--- config.mk ---
export PLATFORM = sky130hd
export DESIGN_NAME = capture_sequencer_flat
export DESIGN_NICKNAME = d
export VERILOG_FILES = /design/src/rtl/capture_sequencer_if.sv /design/src/rtl/capture_sequencer.sv /design/src/flat_wrapper.sv
export SDC_FILE = /design/constraint.sdc
export NUM_CORES = 1
export LEC_CHECK = 0
export CELL_PAD_IN_SITES_DETAIL_PLACEMENT = 1
export CELL_PAD_IN_SITES_GLOBAL_PLACEMENT = 1
export CORE_MARGIN = 2
export CORE_UTILIZATION = 35
export DETAILED_ROUTE_END_ITERATION = 8
export PLACE_DENSITY_LB_ADDON = 0.1
export SYNTH_ARGS = -nofsm -noshare
export SYNTH_HDL_FRONTEND = slang
export SYNTH_SLANG_ARGS = --single-unit
--- constraint.sdc ---
create_clock -name variable_clk_2 -period 4.4 [get_ports variable_clk_2]
set_clock_uncertainty 0.05 [all_clocks]
set_input_delay 0.66 -clock variable_clk_2 [delete_from_list [all_inputs] [get_ports variable_clk_2]]
set_output_delay 0.66 -clock variable_clk_2 [all_outputs]
set_load 0.02 [all_outputs]
--- src/rtl/capture_sequencer_if.sv ---
// ============================================================================
// Module      : capture_sequencer_if
// Description : Signal bundle between the capture sequencer and the harness
//               (start button, DUT reset, capture RAM write side, readout).
//               master : the sequencer (drives capture/status outputs)
//               slave  : the surrounding harness (drives button/transfer_done)
// Revision    : 1.0 - initial release
// ============================================================================
`default_nettype none

interface capture_sequencer_if #(
    parameter int ADDRESS_WIDTH = 14,
    parameter int RUN_WIDTH     = 8
);
    logic                     UserPushButton1;
    logic                     transfer_done;
    logic                     enable;
    logic [ADDRESS_WIDTH-1:0] capture_addr;
    logic                     dut_reset;
    logic                     start_signal;
    logic [RUN_WIDTH-1:0]     run_index;
    logic                     done;
    logic                     error;

    modport master (
        input  UserPushButton1,
        input  transfer_done,
        output enable,
        output capture_addr,
        output dut_reset,
        output start_signal,
        output run_index,
        output done,
        output error
    );

    modport slave (
        output UserPushButton1,
        output transfer_done,
        input  enable,
        input  capture_addr,
        input  dut_reset,
        input  start_signal,
        input  run_index,
        input  done,
        input  error
    );
endinterface

`default_nettype wire

--- src/rtl/capture_sequencer.sv ---
// ============================================================================
// Module      : capture_sequencer
// Description : Multi-run capture controller. On a button press it pulses the
//               DUT reset, opens a capture window of MAX_RAM_ADDRESS-2 cycles
//               with an incrementing RAM address, waits for the readout engine
//               to report transfer_done, and repeats for NUM_RUNS runs before
//               parking in DONE.
// Ports       : variable_clk_2 - single clock, rising edge
//               reset          - asynchronous, active-high
//               bus (master)   - UserPushButton1, transfer_done in;
//                                enable, capture_addr, dut_reset,
//                                start_signal, run_index, done, error out
// Options     : CAPTURE_SEQ_TIMEOUT_EN - adds a transfer watchdog and an
//               ERROR state; when undefined, error is tied low and WAIT_XFER
//               waits indefinitely.
// Revision    : 1.0 - initial release
// ============================================================================
`default_nettype none

module capture_sequencer #(
    parameter int ADDRESS_WIDTH   = 14,
    parameter int MAX_RAM_ADDRESS = 16384,
    parameter int NUM_RUNS        = 4,
    parameter int RUN_WIDTH       = 8,
    parameter int RESET_CYCLES    = 4,
    parameter int TIMEOUT_CYCLES  = 1024
) (
    input wire                  variable_clk_2,
    input wire                  reset,
    capture_sequencer_if.master bus
);

    // ------------------------------------------------------------------------
    // Elaboration-time parameter legality
    // ------------------------------------------------------------------------
    if (MAX_RAM_ADDRESS < 3 || MAX_RAM_ADDRESS > (1 << ADDRESS_WIDTH)) begin : g_bad_ram_depth
        $error("capture_sequencer: MAX_RAM_ADDRESS out of range");
    end
    if (NUM_RUNS < 1 || NUM_RUNS > (1 << RUN_WIDTH)) begin : g_bad_num_runs
        $error("capture_sequencer: NUM_RUNS out of range");
    end
    if (RESET_CYCLES < 1 || TIMEOUT_CYCLES < 1) begin : g_bad_cycles
        $error("capture_sequencer: RESET_CYCLES/TIMEOUT_CYCLES must be >= 1");
    end

    // ------------------------------------------------------------------------
    // Constants
    // ------------------------------------------------------------------------
    localparam int c_rst_cnt_w = (RESET_CYCLES > 1) ? $clog2(RESET_CYCLES) : 1;

    localparam logic [c_rst_cnt_w-1:0]   c_rst_last = c_rst_cnt_w'(RESET_CYCLES - 1);
    localparam logic [c_rst_cnt_w-1:0]   c_rst_inc  = c_rst_cnt_w'(1);
    localparam logic [ADDRESS_WIDTH-1:0] c_addr_last = ADDRESS_WIDTH'(MAX_RAM_ADDRESS - 3);
    localparam logic [ADDRESS_WIDTH-1:0] c_addr_inc  = ADDRESS_WIDTH'(1);
    localparam logic [RUN_WIDTH-1:0]     c_run_last  = RUN_WIDTH'(NUM_RUNS - 1);
    localparam logic [RUN_WIDTH-1:0]     c_run_inc   = RUN_WIDTH'(1);

`ifdef CAPTURE_SEQ_TIMEOUT_EN
    localparam int c_wd_cnt_w = (TIMEOUT_CYCLES > 1) ? $clog2(TIMEOUT_CYCLES) : 1;
    localparam logic [c_wd_cnt_w-1:0] c_wd_last = c_wd_cnt_w'(TIMEOUT_CYCLES - 1);
    localparam logic [c_wd_cnt_w-1:0] c_wd_inc  = c_wd_cnt_w'(1);
`endif

    typedef enum logic [2:0] {
        IDLE        = 3'd0,
        RESET_PULSE = 3'd1,
        CAPTURE     = 3'd2,
        WAIT_XFER   = 3'd3,
        DONE        = 3'd4
`ifdef CAPTURE_SEQ_TIMEOUT_EN
        , ERROR     = 3'd5
`endif
    } state_t;

    // ------------------------------------------------------------------------
    // State and registered outputs
    // ------------------------------------------------------------------------
    state_t                   state_q, state_d;
    logic                     sync1_q, sync1_d;
    logic                     sync2_q, sync2_d;
    logic                     prev_q, prev_d;
    logic [c_rst_cnt_w-1:0]   rst_cnt_q, rst_cnt_d;
    logic [ADDRESS_WIDTH-1:0] capture_addr_q, capture_addr_d;
    logic [RUN_WIDTH-1:0]     run_index_q, run_index_d;
    logic                     enable_q, enable_d;
    logic                     dut_reset_q, dut_reset_d;
    logic                     start_signal_q, start_signal_d;
    logic                     done_q, done_d;
    logic                     press;

`ifdef CAPTURE_SEQ_TIMEOUT_EN
    logic [c_wd_cnt_w-1:0]    wd_cnt_q, wd_cnt_d;
    logic                     error_q, error_d;
`endif

    // ------------------------------------------------------------------------
    // Next-state / output logic
    // ------------------------------------------------------------------------
    always_comb begin
        sync1_d        = bus.UserPushButton1;
        sync2_d        = sync1_q;
        prev_d         = sync2_q;
        press          = sync2_q & ~prev_q;

        state_d        = state_q;
        rst_cnt_d      = rst_cnt_q;
        capture_addr_d = capture_addr_q;
        run_index_d    = run_index_q;
`ifdef CAPTURE_SEQ_TIMEOUT_EN
        wd_cnt_d       = wd_cnt_q;
`endif

        case (state_q)
            IDLE, DONE: begin
                if (press) begin
                    state_d     = RESET_PULSE;
                    run_index_d = '0;
                    rst_cnt_d   = '0;
                end
            end
`ifdef CAPTURE_SEQ_TIMEOUT_EN
            ERROR: begin
                if (press) begin
                    state_d     = RESET_PULSE;
                    run_index_d = '0;
                    rst_cnt_d   = '0;
                end
            end
`endif
            RESET_PULSE: begin
                if (rst_cnt_q == c_rst_last) begin
                    state_d        = CAPTURE;
                    capture_addr_d = '0;
                end else begin
                    rst_cnt_d = rst_cnt_q + c_rst_inc;
                end
            end
            CAPTURE: begin
                // The address stops on the last location so it reads back as
                // the final written address while the readout runs.
                if (capture_addr_q == c_addr_last) begin
                    state_d = WAIT_XFER;
`ifdef CAPTURE_SEQ_TIMEOUT_EN
                    wd_cnt_d = '0;
`endif
                end else begin
                    capture_addr_d = capture_addr_q + c_addr_inc;
                end
            end
            WAIT_XFER: begin
                // transfer_done is checked before the watchdog so that it wins
                // when both land in the same cycle.
                if (bus.transfer_done) begin
                    if (run_index_q == c_run_last) begin
                        state_d = DONE;
                    end else begin
                        state_d     = RESET_PULSE;
                        run_index_d = run_index_q + c_run_inc;
                        rst_cnt_d   = '0;
                    end
                end
`ifdef CAPTURE_SEQ_TIMEOUT_EN
                else if (wd_cnt_q == c_wd_last) begin
                    state_d = ERROR;
                end else begin
                    wd_cnt_d = wd_cnt_q + c_wd_inc;
                end
`endif
            end
            default: state_d = IDLE;
        endcase

        // Outputs are decoded from the next state and registered, so they
        // change on the same edge as the state itself.
        enable_d       = (state_d == CAPTURE);
        dut_reset_d    = (state_d == RESET_PULSE);
        start_signal_d = (state_d == IDLE);
        done_d         = (state_d == DONE);
`ifdef CAPTURE_SEQ_TIMEOUT_EN
        error_d        = (state_d == ERROR);
`endif
    end

    // ------------------------------------------------------------------------
    // Registers
    // ------------------------------------------------------------------------
    always_ff @(posedge variable_clk_2 or posedge reset) begin
        if (reset) begin
            state_q        <= IDLE;
            sync1_q        <= 1'b0;
            sync2_q        <= 1'b0;
            prev_q         <= 1'b0;
            rst_cnt_q      <= '0;
            capture_addr_q <= '0;
            run_index_q    <= '0;
            enable_q       <= 1'b0;
            dut_reset_q    <= 1'b0;
            start_signal_q <= 1'b1;
            done_q         <= 1'b0;
        end else begin
            state_q        <= state_d;
            sync1_q        <= sync1_d;
            sync2_q        <= sync2_d;
            prev_q         <= prev_d;
            rst_cnt_q      <= rst_cnt_d;
            capture_addr_q <= capture_addr_d;
            run_index_q    <= run_index_d;
            enable_q       <= enable_d;
            dut_reset_q    <= dut_reset_d;
            start_signal_q <= start_signal_d;
            done_q         <= done_d;
        end
    end

`ifdef CAPTURE_SEQ_TIMEOUT_EN
    always_ff @(posedge variable_clk_2 or posedge reset) begin
        if (reset) begin
            wd_cnt_q <= '0;
            error_q  <= 1'b0;
        end else begin
            wd_cnt_q <= wd_cnt_d;
            error_q  <= error_d;
        end
    end

    assign bus.error = error_q;
`else
    assign bus.error = 1'b0;
`endif

    assign bus.enable       = enable_q;
    assign bus.capture_addr = capture_addr_q;
    assign bus.dut_reset    = dut_reset_q;
    assign bus.start_signal = start_signal_q;
    assign bus.run_index    = run_index_q;
    assign bus.done         = done_q;

endmodule

`default_nettype wire

--- src/flat_wrapper.sv ---
// flat-port wrapper written by rule: the top's interface ports become plain ports
module capture_sequencer_flat 
#(
    parameter int ADDRESS_WIDTH   = 14,
    parameter int MAX_RAM_ADDRESS = 16384,
    parameter int NUM_RUNS        = 4,
    parameter int RUN_WIDTH       = 8,
    parameter int RESET_CYCLES    = 4,
    parameter int TIMEOUT_CYCLES  = 1024
)
  (variable_clk_2, reset, bus_UserPushButton1, bus_transfer_done, bus_enable, bus_capture_addr, bus_dut_reset, bus_start_signal, bus_run_index, bus_done, bus_error);
  capture_sequencer_if #(.ADDRESS_WIDTH(ADDRESS_WIDTH), .RUN_WIDTH(RUN_WIDTH)) bus_i ();
  input wire variable_clk_2;
  input wire reset;
  input wire logic [$bits(bus_i.UserPushButton1)-1:0] bus_UserPushButton1;
  input wire logic [$bits(bus_i.transfer_done)-1:0] bus_transfer_done;
  output wire logic [$bits(bus_i.enable)-1:0] bus_enable;
  output wire logic [$bits(bus_i.capture_addr)-1:0] bus_capture_addr;
  output wire logic [$bits(bus_i.dut_reset)-1:0] bus_dut_reset;
  output wire logic [$bits(bus_i.start_signal)-1:0] bus_start_signal;
  output wire logic [$bits(bus_i.run_index)-1:0] bus_run_index;
  output wire logic [$bits(bus_i.done)-1:0] bus_done;
  output wire logic [$bits(bus_i.error)-1:0] bus_error;
  assign bus_i.UserPushButton1 = bus_UserPushButton1;
  assign bus_i.transfer_done = bus_transfer_done;
  assign bus_enable = bus_i.enable;
  assign bus_capture_addr = bus_i.capture_addr;
  assign bus_dut_reset = bus_i.dut_reset;
  assign bus_start_signal = bus_i.start_signal;
  assign bus_run_index = bus_i.run_index;
  assign bus_done = bus_i.done;
  assign bus_error = bus_i.error;
  capture_sequencer #(.ADDRESS_WIDTH(ADDRESS_WIDTH), .MAX_RAM_ADDRESS(MAX_RAM_ADDRESS), .NUM_RUNS(NUM_RUNS), .RUN_WIDTH(RUN_WIDTH), .RESET_CYCLES(RESET_CYCLES), .TIMEOUT_CYCLES(TIMEOUT_CYCLES)) u_core (.variable_clk_2(variable_clk_2), .reset(reset), .bus(bus_i));
endmodule
==> out/qor.yml <==
start_util_pct: 35.9
fin_crit_sh_pct: 51.6
cts_tree: "built"
path_cells: "and4bb_2 -> o2111ai_4 -> or4_1 -> a21oi_1"
syn-cell-area_sq_um: 1820
cts-root-buf: "clkbuf_8"
n_antenna_cell: 0
drtPass1Iterations: 4
run_status: "completed"
place_congestion: 0.817
slowest_stage: "and4bb_2"
gr-usage-all-layers_pct: 17.0
synth_nets: 183
required_ps: 4560
die_y_um: 76.1
grt_start_max_net_pins: 35
drc: 0
grt_pass1_vias: 1632
maxCapViolCount: 0
synthCells: 175
numCtsBuffers: 5
path_clk_slew_ps: 70
fmax_mhz: 440
drt_iter0_drc: 40
regToRegSetupSlack_ps: 2130
rsz0062_at_grt: "no"
die-area_sq_um: 5790
n_fill_cell: 584
post-dp-hpwl_um: 3320
seq_area_frac_synth_pct: 46.8
ys.flop_type: "dfrtp_1"
power_mw: 0.979
io_buffers: 29
drive_gt1_share_pct: 12.1
end_kind: "flop"
clkLatencyLatePin_ps: 290
dieWidth_um: 76.1
wire_per_inst_um: 17.1
antenna_found_initial: 0
post_cts_resized: 0
tightest_slew_ps: 776
hp-start: "u_core.sync1_q"
vias_per_cell: 5.54
startpoint: "u_core.state_q[1]"
start_kind: "flop"
total_leakage_power_nw: 0.905
synth_edf_count: 0
cp_num_buf_inv: 0
async_flop_share_pct: 100
nNetsFinal: 214
cpPeakStageDelay_ps: 630
cts_setup_buffers: 0
worstPathArrival_ps: 2430
crit_fanout: 17
fin_crit_ps: 2270
fin_tns_setup_ps: 0
core_sq_um: 5070
grt_first_pass_wirelength_um: 7980
row_count: 26
overflow: 0
cts_hold_buf: 0
post-route-util_pct: 44.8
crit_family: "simple AND/OR/NAND/NOR gates"
clock_path_buffers: 2
report.final.slew_viol_count: 0
syn_to_final_growth_pct: 24.8
setup-violations-final: 0
yosys_warnings: 0
slew_headroom_pct: 47.8
dpl_worst_slack_ps: 1890
io_pins: 31
clkSinkCount: 34
criticalPathCategory: "reg -> reg"
detail-route-antenna-nets: 0
cts_max_level: 2
min_path_type: "reg -> reg"
routed_wl_um: 4740
hold_viol: 0
syn_area_per_cell_sq_um: 10.4
timing.rr.start: "u_core.state_q[1]"
power.density_nw_per_um2: 431
dr_total_vias: 1534
ys_ff_latch: 34
synth_cell_types: 51
layout_setup_ws_ps: 2130
irDropWorstVdd_mv: 0.189
==> power by group <==
group	switching, mW	leakage [nW]	total [mW]	internal, mW
logic	0.165	0.405	0.301	0.136
registers	0.0683	0.453	0.431	0.363
clock network	0.121	0.0472	0.247	0.126
total	0.354	0.905	0.979	0.625
==> area by class of cell <==
class                           instances  area [sq um]  share of cell area (%)
Clock buffer                            6          82.6                    3.63
Clock inverter                          2          12.5                   0.551
Inverter                                6          22.5                   0.991
Multi-Input combinational cell        128           910                    40.0
Sequential cell                        34           852                    37.5
Tap cell                               70          87.6                    3.85
Timing Repair Buffer                   31           305                    13.4
==> cell families (layout without fill, tap and decap cells) <==
logic type | Yosys count | after routing | share of synthesized area (%)
other | 1 | 1 | 0.206
buffers and inverters | 13 | 45 | 3.23
AO/OA/AOI/OAI | 44 | 44 | 17.4
AND/OR/NAND/NOR | 73 | 73 | 26.3
XOR/XNOR | 2 | 2 | 0.962
flip-flops | 34 | 34 | 46.8
adder cells (fa/ha/maj) | 4 | 4 | 2.75
multiplexers | 4 | 4 | 2.34
==> layout by cell type, fill, tap and decap left out, types with 4 or more instances in the layout <==
cell / Yosys / layout
clkbuf_8: 0 / 6
nand2_1: 9 / 9
o21ai_0: 6 / 6
ha_1: 4 / 4
or4_1: 7 / 7
a21oi_1: 12 / 12
inv_1: 6 / 6
nor3_1: 4 / 4
and3_1: 4 / 4
nand2b_1: 4 / 4
nor2_1: 6 / 6
nor2b_1: 4 / 4
clkdlybuf4s50_1: 0 / 29
o31ai_1: 7 / 7
nand3_1: 5 / 5
dfrtp_1: 33 / 33
o22ai_1: 4 / 4
nand4_1: 7 / 7
==> through the flow <==
stage | hold slack [ps] | area [sq um] | instances
2_1_floorplan | 281 | 1820 | 175
4_1_cts | 309 | 2270 | 277
3_5_place_dp | 291 | 2180 | 269
6_report | 306 | 2270 | 277
3_3_place_gp | 288 | 2180 | 269
5_1_grt | 311 | 2270 | 277
==> flip-flops by register name (all words and copies together) (netlist names) <==
register,count
u_core.bus.capture_addr,14
u_core.bus.run_index,8
u_core.state_q,3
u_core.rst_cnt_q,2
u_core.bus.done,1
u_core.bus.dut_reset,1
u_core.bus.enable,1
u_core.bus.start_signal,1
u_core.prev_d,1
u_core.prev_q,1
u_core.sync1_q,1
==> Yosys cell counts (all sizes together) (4+ instances only) <==
master,n,area share (%)
nor2b,4,1.4
o31ai,7,2.9
nor3,4,1.1
nand3,5,1.4
or4,7,2.9
a21oi,12,3.3
dfrtp,33,45
o21ai,7,1.9
inv,6,1.2
buf,4,1.4
nand4,7,2.4
nand2,9,1.9
ha,4,2.7
o22ai,4,1.4
nor2,6,1.2
and3,4,1.4
nand2b,4,1.4
==> routing by layer <==
metal  track usage, %  wire, um  up-vias
met5                0         0        -
met2             27.1      2130       26
met1             23.1      2420      774
met4             5.45        51        0
li1                 -         -      729
met3             3.79       135        5
==> path summary, 6_finish.rpt <==
kind	to	cells past startpoint
worst max-delay path	u_core.bus.capture_addr[10]	4
worst min-delay path	u_core.prev_d	0
worst max register to register	u_core.bus.capture_addr[10]	4
worst min register to register	u_core.prev_d	0
max in group asynchronous	u_core.bus.start_signal	3
min in group asynchronous	u_core.bus.capture_addr[6]	3
(Power assumes the default switching activity.)
